<file path="config.mk">
export PLATFORM = sky130hd
export DESIGN_NAME = data_memory_arbiter
export DESIGN_NICKNAME = d
export VERILOG_FILES = /design/src/rtl/data_memory_arbiter_pkg.sv /design/src/rtl/data_memory_arbiter_pick.sv /design/src/rtl/data_memory_arbiter.sv
export SDC_FILE = /design/constraint.sdc
export NUM_CORES = 1
export LEC_CHECK = 0
export BUFFER_PORTS_ARGS = -buffer_cell sky130_fd_sc_hd__buf_4
export CORE_ASPECT_RATIO = 1.25
export CORE_MARGIN = 2
export CORE_UTILIZATION = 35
export DETAILED_ROUTE_END_ITERATION = 6
export PLACE_DENSITY = 0.71
export SLEW_MARGIN = 10
export SYNTH_ARGS = -nofsm -noshare
export SYNTH_HDL_FRONTEND = slang
export SYNTH_SLANG_ARGS = --single-unit
</file>
<file path="constraint.sdc">
create_clock -name clk -period 3.8 [get_ports clk]
set_input_delay 0.38 -clock clk [delete_from_list [all_inputs] [get_ports clk]]
set_output_delay 0.38 -clock clk [all_outputs]
set_load 0.03 [all_outputs]
</file>
<file path="src/rtl/data_memory_arbiter_pkg.sv">
// Shared types and the rotating-priority search used by the data memory arbiter.
package data_mem_arb_pkg;

    // Arbiter FSM encoding
    typedef logic [0:0] arb_state_e;
    localparam arb_state_e ARB    = 1'b0;
    localparam arb_state_e LOCKED = 1'b1;

    // Upper bound on requesters the generic search handles
    localparam int PICK_MAX = 32;

    typedef struct packed {
        logic found;
        int   idx;
    } pick_t;

    // First valid index found when scanning ptr, ptr+1, ... modulo nreq.
    // Scanning offsets from high to low lets the smallest offset win.
    function automatic pick_t rr_pick(input logic [PICK_MAX-1:0] valid,
                                      input int ptr,
                                      input int nreq);
        pick_t r;
        int    j;
        r.found = 1'b0;
        r.idx   = 0;
        for (int k = PICK_MAX - 1; k >= 0; k--) begin
            if (k < nreq) begin
                j = (ptr + k) % nreq;
                if (valid[j]) begin
                    r.found = 1'b1;
                    r.idx   = j;
                end
            end
        end
        return r;
    endfunction

endpackage

</file>
<file path="src/rtl/data_memory_arbiter_pick.sv">
// Combinational rotating-priority picker: grants the first valid requester
// at or after ptr, wrapping around.
module rr_priority_pick
    import data_mem_arb_pkg::*;
#(
    parameter  int NREQ = 2,
    localparam int IW   = $clog2(NREQ)
) (
    input  logic [NREQ-1:0] valid,
    input  logic [IW-1:0]   ptr,
    output logic [IW-1:0]   gnt_idx,
    output logic            gnt_any
);

    pick_t pick;

    // Rotate-and-search over the valid vector
    always_comb begin
        pick    = rr_pick(PICK_MAX'(valid), 32'(ptr), NREQ);
        gnt_idx = IW'(pick.idx);
        gnt_any = pick.found;
    end

endmodule

</file>
<file path="src/rtl/data_memory_arbiter.sv">
// Round-robin arbiter sharing one single-port data memory between NREQ
// requesters, with an optional bus lock capped at MAX_BURST accepted beats.
// Read data is routed back to the requester that issued the read one cycle
// after acceptance.
module data_memory_arbiter
    import data_mem_arb_pkg::*;
#(
    parameter  int WIDTH     = 8,
    parameter  int DEPTH     = 256,
    parameter  int NREQ      = 2,
    parameter  int MAX_BURST = 16,
    localparam int AW        = $clog2(DEPTH),
    localparam int IW        = $clog2(NREQ),
    localparam int CW        = $clog2(MAX_BURST + 1)
) (
    input  logic                  clk,
    input  logic                  rst_n,
    input  logic [NREQ-1:0]       req_valid,
    input  logic [NREQ-1:0]       req_we,
    input  logic [NREQ-1:0]       req_lock,
    input  logic [NREQ*AW-1:0]    req_addr,
    input  logic [NREQ*WIDTH-1:0] req_wdata,
    output logic [NREQ-1:0]       req_ready,
    output logic [NREQ-1:0]       rsp_valid,
    output logic [WIDTH-1:0]      rsp_rdata,
    output logic                  mem_we,
    output logic [AW-1:0]         mem_addr,
    output logic [WIDTH-1:0]      mem_wdata,
    input  logic [WIDTH-1:0]      mem_rdata,
    output logic [IW-1:0]         owner,
    output logic                  locked
);

    arb_state_e    state_q;
    logic [IW-1:0] owner_q;
    logic [IW-1:0] rr_ptr_q;
    logic [CW-1:0] beat_cnt_q;
    logic [CW-1:0] beat_cnt_inc;
    logic          rd_pend_q;
    logic [IW-1:0] rd_id_q;
    logic [AW-1:0] addr_q;

    logic [IW-1:0] pick_idx;
    logic          pick_any;
    logic [IW-1:0] gnt_idx;
    logic [IW-1:0] gnt_next;
    logic          gnt_any;
    logic          accept;

    rr_priority_pick #(.NREQ(NREQ)) u_pick (
        .valid   (req_valid),
        .ptr     (rr_ptr_q),
        .gnt_idx (pick_idx),
        .gnt_any (pick_any)
    );

    // Grant selection: round-robin in ARB, owner only while LOCKED.
    // Nothing is accepted while reset is asserted.
    always_comb begin
        gnt_idx = pick_idx;
        gnt_any = pick_any;
        if (state_q == LOCKED) begin
            gnt_idx = owner_q;
            gnt_any = req_valid[owner_q];
        end
        accept       = gnt_any & rst_n;
        gnt_next     = (gnt_idx == IW'(NREQ - 1)) ? '0 : gnt_idx + 1'b1;
        beat_cnt_inc = beat_cnt_q + 1'b1;
    end

    // Memory and handshake drive; address parks on the last accepted beat
    always_comb begin
        req_ready = accept ? (NREQ'(1) << gnt_idx) : '0;
        mem_we    = accept & req_we[gnt_idx];
        mem_addr  = accept ? req_addr[gnt_idx*AW +: AW] : addr_q;
        mem_wdata = req_wdata[gnt_idx*WIDTH +: WIDTH];
    end

    // Arbitration FSM: lock entry, beat counting and release
    always_ff @(posedge clk or negedge rst_n) begin
        if (!rst_n) begin
            state_q    <= ARB;
            owner_q    <= '0;
            rr_ptr_q   <= '0;
            beat_cnt_q <= '0;
        end else if (state_q == ARB) begin
            if (accept) begin
                // A one-beat cap means the entry beat already exhausts the lock
                if (req_lock[gnt_idx] && MAX_BURST > 1) begin
                    state_q    <= LOCKED;
                    owner_q    <= gnt_idx;
                    beat_cnt_q <= CW'(1);
                end else begin
                    rr_ptr_q <= gnt_next;
                end
            end
        end else begin
            if (accept) begin
                if (!req_lock[owner_q] || beat_cnt_inc == CW'(MAX_BURST)) begin
                    state_q    <= ARB;
                    rr_ptr_q   <= gnt_next;
                    beat_cnt_q <= '0;
                end else begin
                    beat_cnt_q <= beat_cnt_inc;
                end
            end else if (!req_lock[owner_q]) begin
                state_q    <= ARB;
                rr_ptr_q   <= gnt_next;
                beat_cnt_q <= '0;
            end
        end
    end

    // One-deep response tag: which requester the next mem_rdata belongs to
    always_ff @(posedge clk or negedge rst_n) begin
        if (!rst_n) begin
            rd_pend_q <= 1'b0;
            rd_id_q   <= '0;
        end else begin
            rd_pend_q <= accept & ~req_we[gnt_idx];
            rd_id_q   <= gnt_idx;
        end
    end

    // Remember the last accepted address for the idle bus
    always_ff @(posedge clk) begin
        if (accept) addr_q <= req_addr[gnt_idx*AW +: AW];
    end

    assign rsp_valid = rd_pend_q ? (NREQ'(1) << rd_id_q) : '0;
    assign rsp_rdata = mem_rdata;
    assign owner     = owner_q;
    assign locked    = (state_q == LOCKED);

`ifndef SYNTHESIS
    // A stalled requester must keep its beat unchanged until accepted
    for (genvar i = 0; i < NREQ; i++) begin : g_proto
        a_hold_stable : assert property (@(posedge clk) disable iff (!rst_n)
            (req_valid[i] && !req_ready[i]) |=>
            (!req_valid[i] || $stable({req_we[i], req_lock[i],
                                       req_addr[i*AW +: AW],
                                       req_wdata[i*WIDTH +: WIDTH]})));
    end
`endif

endmodule

</file>
# After elaboration in Yosys (flattened, before gate mapping)
# Index checks and enable logic that the tools add are counted.
[word_totals]
register_bits = 18
in_bits = 48
word_cells = 74
[classes]
add_sub_neg = 3
n_lt_le_gt_ge = 4
eq_ne = 4
shift = 4
muxes = 39
n_bitwise = 6
reduce_logical = 7
[op_table]
columns = ["op", "n"]
rows = [
  ["$mux 33", 2],
  ["$shiftx 16x5->8", 2],
  ["$mux 5", 6],
  ["$mux 1", 27],
  ["$mux 8", 1],
  ["$lt 2x7->1 const B", 1],
  ["$lt 1x6->1 const B", 1],
  ["$reduce_and 3->1", 2],
  ["$add 5x1->5 const B", 1],
  ["$eq 5x5->1 const B", 1],
  ["$lt 1x2->1 const B", 2],
  ["$mux 2", 2],
  ["$ne 2x2->1 const B", 2],
  ["$reduce_and 4->1", 1],
  ["$reduce_bool 2->1", 2],
  ["$shl 1x1->2 const A", 2],
  ["$and 1x1->1", 3],
  ["$ne 3x2->1 const B", 1],
  ["$add 1x1->1 const B", 2],
  ["$bmux 1 s2", 1],
  ["$not 1->1", 2],
  ["$and 1x1->1 const A", 1],
  ["$logic_not 1->1", 1],
  ["$logic_or 1x1->1", 1],
]

# Logic depth before layout (Yosys ltp)
[logic_depth]
ltp_word = 13
depth_mapped = 7

# By module
# A second synthesis with hierarchy kept.
[unflattened]
hier_cells = 125
area_unflattened_um2 = 1133.6
[by_module_without_submodules]
columns = ["mod", "instances", "cells_each", "area_each_um2", "seq_area_each_um2"]
rows = [
  ["data_memory_arbiter", 1, 122, 1116.1, 410.4],
  ["rr_priority_pick", 1, 3, 17.5, 0.0],
]

# Worst setup path after synthesis
# Ideal clock, no wire load.
[synth_timing]
path_type = "register -> output"
start = "register state_q, in the netlist locked"
end = "output port mem_addr[0]"
arrival_ps = 2022
t_required_ps = 3420
path_slack_ps = 1398
path_stages_with_launch = 7
path_cell_list = "dfrtp_1 > buf_4 > nand2b_4 > o21ai_4 > buf_4 > mux2i_1 > o21ai_0"
[synth_via]
elab_chain_len = 3
[synth_rtl]
columns = ["element", "line", "source"]
rows = [
  ["from (decl)", "data_memory_arbiter.sv:34", "arb_state_e state_q;"],
  ["from (signal assigned)", "data_memory_arbiter.sv:82", "state_q <= ARB;"],
  ["from (signal assigned)", "data_memory_arbiter.sv:90", "state_q <= LOCKED;"],
  ["from (signal assigned)", "data_memory_arbiter.sv:100", "state_q <= ARB;"],
  ["$mux 1", "data_memory_arbiter.sv:62", "if (state_q == LOCKED) begin"],
  ["$shiftx 16x5->8 or $and 1x1->1 (tied branches)", "data_memory_arbiter.sv:75, data_memory_arbiter.sv:66", ""],
  ["$mux 8 (*)", "n/a", ""],
  ["to (decl)", "data_memory_arbiter.sv:27", "output logic [AW-1:0] mem_addr,"],
]
# Every way passes the cells marked *; elsewhere a longest branch is shown, timed or not.

# Worst setup path in the final report
[layout_timing]
start = "register state_q, in the netlist locked"
end = "output port mem_addr[7]"
# Same word-level chain as after synthesis.

==> results by group <==
Outcome
  – Status: finished clean

Die
  – Die width: approximately 56 microns
  – FP Rows: 23
  – Die area: 3900 sq um
  – Core Area: between 3000 and 4000 sq um
  – Initial Utilization: 37.1%
  – Die Ht: 69.3 microns
  – IO Count: 79

Layout
  – Share of cells above drive strength 1: approximately 44%
  – Final non-filler cell total: 220
  – Most frequent cells in the layout: buf_4 (63), nand2_1 (15), mux2i_1 (10), dfrtp_1 (10), o21ai_0 (9)
  – Area delta synth->final: 39.5%
  – Final core utilization: between 50% and 60%
  – Commonest non-fill, non-tap cell in the layout: buf_4
  – Antenna fix cells: 0
  – NumNets Final: 233

Global route
  – Initial antenna violation count: 0
  – GR Util met1: between 15 and 20%
  – Total GRT Usage: between 10% and 20%
  – Global route overflow: 0
  – Largest net degree at the start of global routing: 29
  – Vias in the first global route: between 1000 and 1500
  – GR Util met2: between 30 and 40%
  – Gr busiest metal: met2
  – Global-route wire length before repair: just under 5000 microns
  – M3 GR Usage: 3.73%

Yosys
  – Leading area contributor after synthesis: dfrtp_1
  – Fraction of registers with async set/reset: between 50% and 60%
  – Post-synthesis average cell area: between 9 and 10 sq um
  – Library cells used by synthesis: 41
  – Synth warnings: 0
  – Ys flop type: dfrtp_1
  – Area contributors post-synth: dfrtp_1 (21%), dfxtp_1 (13%), mux2i_1 (8.4%)
  – Area share of the largest cell type after synthesis: between 20% and 30%
  – Synth Register Bits: 18
  – Cell area after synthesis: between 1000 and 1500 sq um
  – Mapped Nets: 178
  – Post-synth EDFFs: 0
  – Sequential share of the synthesized area: 34.3%
  – Gate Count Post-Synth: between 100 and 150

Placement
  – PortBufs: 62
  – RePlAce Congestion: 0.750
  – Placed insts: 215
  – Post-DP HPWL: about 2400 microns
  – DP Worst Slack: 1.35 ns

Worst setup path
  – Slowest cell on the critical path: o221ai_2
  – Crit path arrival time: around 2.4 ns
  – Sequence of cells on the critical path: a21boi_1 > o221ai_2 > o21ai_0 > buf_4
  – CP endpoint kind: primary output
  – Critical path required time: approximately 3.4 ns
  – Startpoint types: register
  – Crit Path Max Fanout: 28
  – Largest stage delay, worst path: just under 0.9 ns
  – Crit Path Category: reg -> out

Pwr
  – VDD IR max: ~0.32 mV
  – Pwr/cell area: approximately 640 nW/um^2
  – Leakage: just under 0.8 nW

Min path
  – Worst Hold Class: in -> reg

STA
  – Hold Fails Final Rpt: 0
  – Slew Limit Fails: 0
  – Clock Skews: between 0.0006 and 0.0007 ns
  – Finish-stage setup viols: 0
  – RSZ-0062 raised after global routing: no
  – Worst-margin pin slew: roughly 1.1 ns
  – Timing-limited maximum frequency: roughly 370 MHz
  – Setup TNS Final: 0 ns
  – Slew Limit Headroom: a little over a quarter
  – Final setup margin: 1.07 ns
  – Crit share post-route: just over 70%
  – Final hold slack: about 0.43 ns
  – Min Tclk post-route: 2.73 ns

Detailed routing
  – Remaining DRCs: 0
  – Vias: 1126
  – Final ANT Viol Nets: 0
  – DRT Pass-1 Iters: 4
  – Drt first-iter violations: 29
  – Wire per inst: ~14 microns
  – Routed WL: 3050 microns
  – Vias per cell: around 5.1

Flow run
  – Max-cap violations: 0

Clocking
  – Worst-path clk slew: about 0.070 ns
  – CTS Sinks: 18
  – # H-tree levels: 1
  – CTS Root Cell: clkbuf_8
  – CTS max path bufs: 2
  – Clock latency at the later pin of the worst-skew pair: approximately 0.25 ns
  – TritonCTS Buffers: 3
  – TritonCTS clock tree: done
  – Cts repair resizes: 0
==> sequential cells by signal (all words and copies together), names as in the netlist <==
name / flops
rd_id_q: 1
rd_pend_q: 1
owner: 1
locked: 1
addr_q: 8
rr_ptr_q: 1
beat_cnt_q: 5
==> worst max-delay path: cells and delay by family (launching register included) <==
| kind | cells | cell delay, ns |
|---|---|---|
| AO/OA/AOI/OAI | 3 | 1.31 |
| buffers and inverters | 1 | 0.24 |
| flip-flops | 1 | 0.54 |
==> per-stage QoR <==
| step | cell area, sq um | total power [mW] |
|---|---|---|
| after floorplan | 1190 | 0.768 |
| after global placement | 1610 | 0.925 |
| after detailed placement | 1610 | 0.941 |
| after CTS | 1670 | 1.08 |
| after global routing | 1670 | 1.14 |
| final | 1670 | 1.07 |
==> synthesized netlist by cell type, types with 4 or more instances <==
cell type and n:
nand2_1 15, buf_4 11, dfrtp_1 10, mux2i_1 10, o21ai_0 9, dfxtp_1 8, mux2_2 8, nor2_1 6
o21ai_1 5, a21oi_1 4, inv_1 4, nand3_1 4, nor2b_1 4
==> path summary, 6_finish.rpt <==
kind | start | cells after the start | end | slack (ns)
worst max-delay path | locked$_DFF_PN0_ | 4 | mem_addr[7] | 1.07
worst min-delay path | req_we[0] | 3 | rd_pend_q$_DFF_PN0_ | 0.43
worst max register to register | locked$_DFF_PN0_ | 6 | beat_cnt_q[0]$_DFFE_PN0P_ | 1.45
worst min register to register | addr_q[4]$_DFF_P_ | 2 | addr_q[4]$_DFF_P_ | 0.47
max in group asynchronous | rst_n | 2 | locked$_DFF_PN0_ | 3.14
min in group asynchronous | rst_n | 2 | beat_cnt_q[4]$_DFFE_PN0P_ | 0.50
==> final cells by class <==
| cell class | instances | area [sq um] |
|---|---|---|
| Tap cell | 37 | 46.3 |
| Clock buffer | 3 | 41.3 |
| Timing Repair Buffer | 64 | 483 |
| Multi-Input combinational cell | 93 | 667 |
| Fill cell | 317 | 1560 |
| Clock inverter | 1 | 3.75 |
| Sequential cell | 18 | 410 |
| Inverter | 4 | 15.0 |
==> report_power, final <==
part	total [mW]	leakage [nW]	switching [mW]	internal, mW
logic	0.612	0.556	0.349	0.263
clock network	0.134	0.0231	0.0624	0.0718
registers	0.323	0.196	0.0627	0.260
==> timing repair <==
item	CTS	global route
hold endpoints to repair	10	0
buffers inserted	0	0
hold buffers	1	0
==> logic make-up (layout without fill, tap and decap cells) <==
family | Yosys count | count (layout) | synth area share [%]
multiplexers | 20 | 20 | 18.1
AND/OR/NAND/NOR | 37 | 37 | 15.7
XOR/XNOR | 1 | 1 | 0.733
adder cells (fa/ha/maj) | 1 | 1 | 1.05
AO/OA/AOI/OAI | 34 | 34 | 20.2
flip-flops | 18 | 18 | 34.3
buffers and inverters | 18 | 72 | 9.84
==> layer usage <==
metal	vias up	wire, microns	part of all wire [%]
met5	-	0	0
met4	0	48	1.6
met3	6	187	6.1
met2	40	1750	57
met1	521	1060	35
li1	559	-	-
No activity file was read; power rests on OpenSTA's default activity.
